**src/rtl/ps2_kbd_evq.sv**
```systemverilog
// ps2_kbd_evq: PS/2 keyboard receiver turning raw pin activity into decoded make/break/extended key events.
// Latency: event pushed 1 clk after the 11th ps2_clk falling edge; visible at the queue head 1 clk later.
// Backpressure: evt_ready pops the head; the keyboard cannot be stalled, so a push into a full queue is dropped and flagged.

// ps2_evq_fifo: generic show-ahead FIFO with occupancy count.
// Latency: a push is visible at the head the cycle after it is written; no bypass.
// Backpressure: push while full is accepted only if a pop happens in the same cycle; otherwise drop pulses.
module ps2_evq_fifo #(
  parameter int WIDTH = 10,
  parameter int DEPTH = 8
) (
  input  logic                     clk,
  input  logic                     rst,
  input  logic                     push,
  input  logic [WIDTH-1:0]         push_dat,
  input  logic                     pop,
  output logic [WIDTH-1:0]         head_dat,
  output logic                     empty,
  output logic                     drop,
  output logic [$clog2(DEPTH):0]   level
);
  localparam int AW = $clog2(DEPTH);
  localparam int LW = AW + 1;

  logic [WIDTH-1:0] mem [DEPTH];
  logic [AW-1:0]    wr_ptr;
  logic [AW-1:0]    rd_ptr;
  logic             full;
  logic             wr_en;
  logic             rd_en;

  assign empty    = (level == '0);
  assign full     = (level == LW'(DEPTH));
  assign rd_en    = pop && !empty;
  // A full queue still accepts a push when the head leaves in the same cycle.
  assign wr_en    = push && (!full || rd_en);
  assign drop     = push && !wr_en;
  assign head_dat = mem[rd_ptr];

  // Storage write; contents need no reset since the head is qualified by level.
  always_ff @(posedge clk) begin
    if (wr_en) begin
      mem[wr_ptr] <= push_dat;
    end
  end

  // Pointers wrap naturally at the power-of-two depth; level tracks occupancy 0..DEPTH.
  always_ff @(posedge clk or posedge rst) begin
    if (rst) begin
      wr_ptr <= '0;
      rd_ptr <= '0;
      level  <= '0;
    end else begin
      if (wr_en) begin
        wr_ptr <= wr_ptr + AW'(1);
      end
      if (rd_en) begin
        rd_ptr <= rd_ptr + AW'(1);
      end
      case ({wr_en, rd_en})
        2'b10:   level <= level + LW'(1);
        2'b01:   level <= level - LW'(1);
        default: level <= level;
      endcase
    end
  end
endmodule

// ps2_kbd_evq: PS/2 receiver with frame checking, E0/F0 prefix decoding and an event queue.
// Latency: push 1 clk after the 11th falling edge, evt_valid the cycle after that.
// Backpressure: evt_valid/evt_ready on the head; pushes into a full queue without a pop are dropped (overflow).
module ps2_kbd_evq #(
  parameter int DEPTH       = 8,
  parameter int SYNC_STAGES = 3,
  parameter int TIMEOUT     = 20000,
  parameter int ERR_W       = 8
) (
  input  logic                   clk,
  input  logic                   clrn,
  input  logic                   ps2_clk,
  input  logic                   ps2_data,
  input  logic                   evt_ready,
  input  logic                   clr_err,
  output logic                   evt_valid,
  output logic [7:0]             evt_code,
  output logic                   evt_ext,
  output logic                   evt_brk,
  output logic [$clog2(DEPTH):0] level,
  output logic                   overflow,
  output logic                   frame_err,
  output logic [ERR_W-1:0]       err_count,
  output logic                   sampling
);
  typedef struct packed {
    logic       ext;
    logic       brk;
    logic [7:0] code;
  } evt_t;

  localparam int TW  = $clog2(TIMEOUT + 1);
  localparam int EW1 = ERR_W + 1;

  logic [SYNC_STAGES-1:0] clk_sync;
  logic [SYNC_STAGES-1:0] dat_sync;
  logic                   fall;
  logic                   ps2_bit;
  logic [10:0]            frame_sr;
  logic [3:0]             bit_cnt;
  logic [TW-1:0]          to_cnt;
  logic                   to_hit;
  logic                   frame_done;
  logic                   frame_ok;
  logic [7:0]             frame_byte;
  logic                   ext_flag;
  logic                   brk_flag;
  logic                   push;
  evt_t                   push_evt;
  evt_t                   head_evt;
  logic                   fifo_empty;
  logic                   drop;
  logic                   err_pend;
  logic                   ovf_pend;
  logic [1:0]             err_inc;
  logic [ERR_W:0]         err_sum;

  // Synchroniser chains for both pins; reset to 1 so an idle bus never looks like an edge.
  always_ff @(posedge clk or posedge clrn) begin
    if (clrn) begin
      clk_sync <= '1;
      dat_sync <= '1;
    end else begin
      clk_sync <= {clk_sync[SYNC_STAGES-2:0], ps2_clk};
      dat_sync <= {dat_sync[SYNC_STAGES-2:0], ps2_data};
    end
  end

  // Falling edge: oldest stage still high, next stage already low.
  assign fall     = clk_sync[SYNC_STAGES-1] & ~clk_sync[SYNC_STAGES-2];
  // Data is stable across the falling edge, so the oldest data stage is a safe sample.
  assign ps2_bit  = dat_sync[SYNC_STAGES-1];
  assign sampling = fall;

  // A partial frame is abandoned once TIMEOUT cycles pass with no falling edge.
  assign to_hit = (bit_cnt != 4'd0) && !fall && (to_cnt == TW'(TIMEOUT - 1));

  // Bit collection: shift LSB-first into frame_sr, count 0..10, and watch for a stalled frame.
  always_ff @(posedge clk or posedge clrn) begin
    if (clrn) begin
      frame_sr   <= '0;
      bit_cnt    <= '0;
      to_cnt     <= '0;
      frame_done <= 1'b0;
    end else begin
      frame_done <= 1'b0;
      if (fall) begin
        frame_sr <= {ps2_bit, frame_sr[10:1]};
        to_cnt   <= '0;
        if (bit_cnt == 4'd10) begin
          bit_cnt    <= '0;
          frame_done <= 1'b1;
        end else begin
          bit_cnt <= bit_cnt + 4'd1;
        end
      end else if (to_hit) begin
        bit_cnt <= '0;
        to_cnt  <= '0;
      end else if (bit_cnt != 4'd0) begin
        to_cnt <= to_cnt + TW'(1);
      end
    end
  end

  // After 11 shifts: [0]=start, [8:1]=data, [9]=odd parity, [10]=stop.
  assign frame_byte = frame_sr[8:1];
  assign frame_ok   = !frame_sr[0] && frame_sr[10] && (^frame_sr[9:1]);
  assign frame_err  = (frame_done && !frame_ok) || to_hit;
  assign push       = frame_done && frame_ok && (frame_byte != 8'hE0) && (frame_byte != 8'hF0);

  // Event word built from the current prefix flags and the received byte.
  always_comb begin
    push_evt      = '0;
    push_evt.ext  = ext_flag;
    push_evt.brk  = brk_flag;
    push_evt.code = frame_byte;
  end

  // Prefix flags: E0/F0 arm ext/brk, any other good byte consumes them, a bad frame discards them.
  always_ff @(posedge clk or posedge clrn) begin
    if (clrn) begin
      ext_flag <= 1'b0;
      brk_flag <= 1'b0;
    end else if (frame_err) begin
      ext_flag <= 1'b0;
      brk_flag <= 1'b0;
    end else if (frame_done) begin
      if (frame_byte == 8'hE0) begin
        ext_flag <= 1'b1;
      end else if (frame_byte == 8'hF0) begin
        brk_flag <= 1'b1;
      end else begin
        ext_flag <= 1'b0;
        brk_flag <= 1'b0;
      end
    end
  end

  ps2_evq_fifo #(
    .WIDTH ($bits(evt_t)),
    .DEPTH (DEPTH)
  ) u_fifo (
    .clk      (clk),
    .rst      (clrn),
    .push     (push),
    .push_dat (push_evt),
    .pop      (evt_ready),
    .head_dat (head_evt),
    .empty    (fifo_empty),
    .drop     (drop),
    .level    (level)
  );

  // Head outputs are forced to zero while empty so stale storage never shows.
  assign evt_valid = !fifo_empty;
  assign evt_code  = evt_valid ? head_evt.code : 8'h00;
  assign evt_ext   = evt_valid & head_evt.ext;
  assign evt_brk   = evt_valid & head_evt.brk;

  // Saturating increment; a pending event deferred by clr_err adds on top of any new pulse.
  assign err_inc = {1'b0, frame_err} + {1'b0, err_pend};
  assign err_sum = {1'b0, err_count} + EW1'(err_inc);

  // Error counter and sticky overflow; clr_err wins its cycle and a coincident event lands the next cycle.
  always_ff @(posedge clk or posedge clrn) begin
    if (clrn) begin
      err_count <= '0;
      err_pend  <= 1'b0;
      overflow  <= 1'b0;
      ovf_pend  <= 1'b0;
    end else if (clr_err) begin
      err_count <= '0;
      err_pend  <= frame_err;
      overflow  <= 1'b0;
      ovf_pend  <= drop;
    end else begin
      err_pend  <= 1'b0;
      ovf_pend  <= 1'b0;
      err_count <= err_sum[ERR_W] ? '1 : err_sum[ERR_W-1:0];
      if (drop || ovf_pend) begin
        overflow <= 1'b1;
      end
    end
  end
endmodule

```
**config.mk**
```make
export PLATFORM = sky130hd
export DESIGN_NAME = ps2_kbd_evq
export DESIGN_NICKNAME = d
export VERILOG_FILES = /design/src/rtl/ps2_kbd_evq.sv
export SDC_FILE = /design/constraint.sdc
export NUM_CORES = 1
export LEC_CHECK = 0
export CORE_MARGIN = 3
export CORE_UTILIZATION = 45
export CTS_CLUSTER_DIAMETER = 100
export DETAILED_ROUTE_END_ITERATION = 16
export PLACE_DENSITY = 0.66
export SYNTH_ARGS = -nofsm -noshare
export SYNTH_HDL_FRONTEND = slang
export SYNTH_HIERARCHICAL = 1
export SYNTH_SLANG_ARGS = --single-unit
```
**constraint.sdc**
```tcl
create_clock -name clk -period 4.7 [get_ports clk]
set_input_delay 0.94 -clock clk [delete_from_list [all_inputs] [get_ports clk]]
set_output_delay 0.94 -clock clk [all_outputs]
set_load 0.01 [all_outputs]
```
==> results.yml <==
setup_path:
  r2r_start: "frame_sr[7]"
  arrival_ns: 2.89
  regToRegEndpoint: "u_fifo/mem[6][6]"
  worstPathMaxFanout: 11
  rr_worst_depth: 9
  worst-setup-path-type: "register to output pin"
  critPathSlowestCell: "clkdlybuf4s50_1"
  ff2ff_setup_slack_ns: 1.00
  start_kind: "register"
  worst_path_largest_cell_delay_ns: 0.49
  cp.required_ns: 3.76
  cp_cell_sequence: "ha_1 -> xnor3_1 -> xnor2_1 -> a31o_2 -> nand2_1 -> clkdlybuf4s50_1"
  end_kind: "output pin"
final_layout:
  area_growth_pct: 17.28
  final_nets: 510
  drive_above_1_share_pct: 17.60
  multi_input_area_sq_mm: 0.002131
  fill_cells: 1118
  n_antenna_cell: 0
  finish.utilization_pct: 54.52
  register_area_sq_mm: 0.003911
die:
  dieArea_sq_mm: 0.01523
  die_w_um: 123.4
  coreArea_sq_mm: 0.01335
  die_y_um: 123.4
  initial_core_util_pct: 46.48
  fp-row-count: 42
  io_pins: 32
pwr:
  p_int_uw: 2675
  pwr-share-clk_pct: 31.9
  powerDensity_mw_per_mm2: 513.8
  sw_frac_of_total_pct: 28.47
  p_leak_uw: 0.002812
  ir_drop_v: 0.0002174
  p_switching_uw: 1065
  finalPower_uw: 3739
  power_frac_seq_pct: 42.3
  pwr-share-comb_pct: 25.9
global_route:
  grt_max_degree: 51
  antenna_found_initial: 0
  grt.total_usage_pct: 16.25
  grt_first_pass_wirelength_um: 18630
  grt.overflow.total: 0
  grt_pass1_vias: 3716
clocking:
  numClockSinks: 140
  clk_latency_ns: 0.42
  root_buffer: "clkbuf_16"
  clkTransAtPathRegs_ns: 0.05
  postCtsHoldBufs: 0
  clock_path_buffers: 2
  cts_tree: "yes"
  cts.repair.resized: 0
  htree_levels: 4
  numCtsBuffers: 17
  cts_setup_buffers: 0
routing:
  wl_per_cell_um: 16.10
  dr_total_vias: 3574
  dr.pass1.iters: 4
  drc: 0
  drt-vias-per-instance: 5.287
  drtIter0Drc: 220
  routed_wl_um: 10880
  ant_nets: 0
place:
  pre_cts_ws_ns: 1.012
  gp_congestion: 0.7768
  hpwl_um: 7204
  io_buffers: 31
synthesis:
  avgSynthCellArea_sq_um: 14.10
  synth.mux.area_fraction_pct: 10.34
  seq_area_frac_synth_pct: 63.04
  yosys_warnings: 6
  synth_edf_count: 80
  synthAdderAreaFrac_pct: 3.468
  synth_top_family_by_area: "simple AND/OR/NAND/NOR gates"
  synth_nets: 462
  synth_compound_area_share_pct: 4.820
  synthXorXnorAreaFrac_pct: 3.186
  synthesis.area_sq_mm: 0.006205
  synth-seq-cells: 140
  synthFlopType: "edfxtp_1"
  synth.distinct_cells: 59
  yosys.area_share.simple_pct: 12.52
  synthArstFlopShare_pct: 42.86
  syn_inst: 440
timing:
  timing.final.crit_share_pct: 81.47
  setup_viol: 0
  fin_tns_setup_ns: 0
  finClkSkew_ns: 0.01202
  setup_ws_ns: 0.8710
  fmax_mhz: 261.2
  hold_violations: 0
  min_period_ns: 3.829
  tightestPinTransition_ns: 1.009
  maxSlewHeadroom_pct: 32.63
  rsz0062_at_grt: "no"
  slew_viol_final: 0
flow_run:
  drv_cap: 0
worst_hold_path:
  hold_path.startpoint: "clk_sync[0]"
  hold_depth: 0
  worstHoldEndpoint: "clk_sync[1]"
  hold_path_class: "register to register"
status:
  status: "completed"
## worst max-delay path, delay by kind of cell, from the launching register on
kind | cells | cell delay [ns]
flip-flops | 1 | 0.48
buffers and inverters | 1 | 0.49
AO/OA/AOI/OAI | 1 | 0.25
AND/OR/NAND/NOR | 1 | 0.09
adder cells (fa/ha/maj) | 1 | 0.37
XOR/XNOR | 2 | 0.81
## cell usage after synthesis (all sizes together), types with 6 or more instances
cell / count / area [sq um]
dfstp: 6 / 157.7
nor2b: 14 / 87.58
nand2: 43 / 161.4
nor3: 9 / 45.04
xor2: 9 / 78.83
inv: 24 / 90.09
nor2: 26 / 97.59
mux4: 20 / 473.0
mux2: 12 / 138.9
or3: 7 / 53.80
o21ai: 12 / 67.57
a21oi: 15 / 78.83
dfrtp: 54 / 1351
ha: 14 / 175.2
nand4: 12 / 75.07
nand3: 10 / 67.57
clkbuf: 8 / 30.03
xnor2: 11 / 96.34
edfxtp: 80 / 2402
## worst max-delay path by stage
| stage | from | to | cells after the start |
|---|---|---|---|
| after floorplan | frame_sr[7] | u_fifo/mem[0][0] | 9 |
| final | frame_sr[7] | frame_err | 6 |
| after global placement | frame_sr[7] | u_fifo/mem[5][2] | 9 |
| after detailed placement | frame_sr[7] | u_fifo/mem[6][1] | 9 |
| after global routing | frame_sr[7] | u_fifo/mem[6][9] | 9 |
| after CTS | frame_sr[7] | frame_err | 6 |
## cells in the final DEF (no fill, tap or decap), types with 3 or more instances in the layout
master / n
edfxtp_1: 80
dfrtp_1: 54
nand2_1: 43
clkdlybuf4s50_1: 31
nor2_1: 26
inv_1: 23
clkbuf_16: 17
nor2b_1: 14
a21oi_1: 14
ha_1: 14
mux4_2: 14
nand4_1: 12
xnor2_1: 11
buf_4: 11
mux2_2: 11
o21ai_0: 10
nor3_1: 9
xor2_1: 9
nand3_1: 8
dfstp_2: 6
mux4_1: 6
nand2b_1: 5
or3_1: 5
clkinv_2: 5
and3_1: 4
o31ai_1: 3
clkinvlp_4: 3
clkinv_1: 3
mux2i_1: 3
## power groups by stage
stage               clock [uW]  combinational [uW]  sequential [uW]
CTS                       1220                 983             1590
floorplan                    0                 732             1530
detailed placement           0                 980             1610
global route              1280                1080             1610
global placement             0                 961             1600
finish                    1190                 967             1580
## cells by family after synthesis
| group | count (synthesis) |
|---|---|
| xor+xnor | 21 |
| mux | 35 |
| flops | 140 |
| buf+inv | 37 |
| fa+ha+maj | 16 |
| simple gates | 147 |
| compound gates | 44 |
## stage by stage
| stage | area (sq um) | hold WS, ns | instances |
|---|---|---|---|
| 5_1_grt | 7277 | 0.3555 | 676 |
| 3_5_place_dp | 6745 | 0.3468 | 645 |
| 6_report | 7277 | 0.3538 | 676 |
| 3_3_place_gp | 6745 | 0.3456 | 645 |
| 4_1_cts | 7277 | 0.3546 | 676 |
| 2_1_floorplan | 6205 | 0.3452 | 440 |
## metal layers
metal  wire length (um)  track usage (%)  vias up
li1                   -                -     1716
met1               4904            21.78     1784
met2               5422            25.69       59
met3                358            3.980       15
met4                197            6.436        0
met5                  0                0        -
## flip-flops by register name, indices dropped and copies added (netlist names)
signal / flops
err_pend: 1
clk_sync: 3
brk_flag: 1
dat_sync: 3
err_count: 8
ext_flag: 1
u_fifo/wr_ptr: 3
u_fifo/level: 4
bit_cnt: 4
frame_sr: 11
overflow: 1
to_cnt: 15
u_fifo/mem: 80
u_fifo/rd_ptr: 3
frame_done: 1
ovf_pend: 1
## area by class of cell
cell class,count,share of cell area (%)
sequential,140,53.75
clock inverter,14,1.461
inverter,24,1.238
multi-input combinational,263,29.28
tap,176,3.026
timing repair buffer,42,5.399
clock buffer,17,5.846
Note: power is estimated with default switching activity, not from simulation.
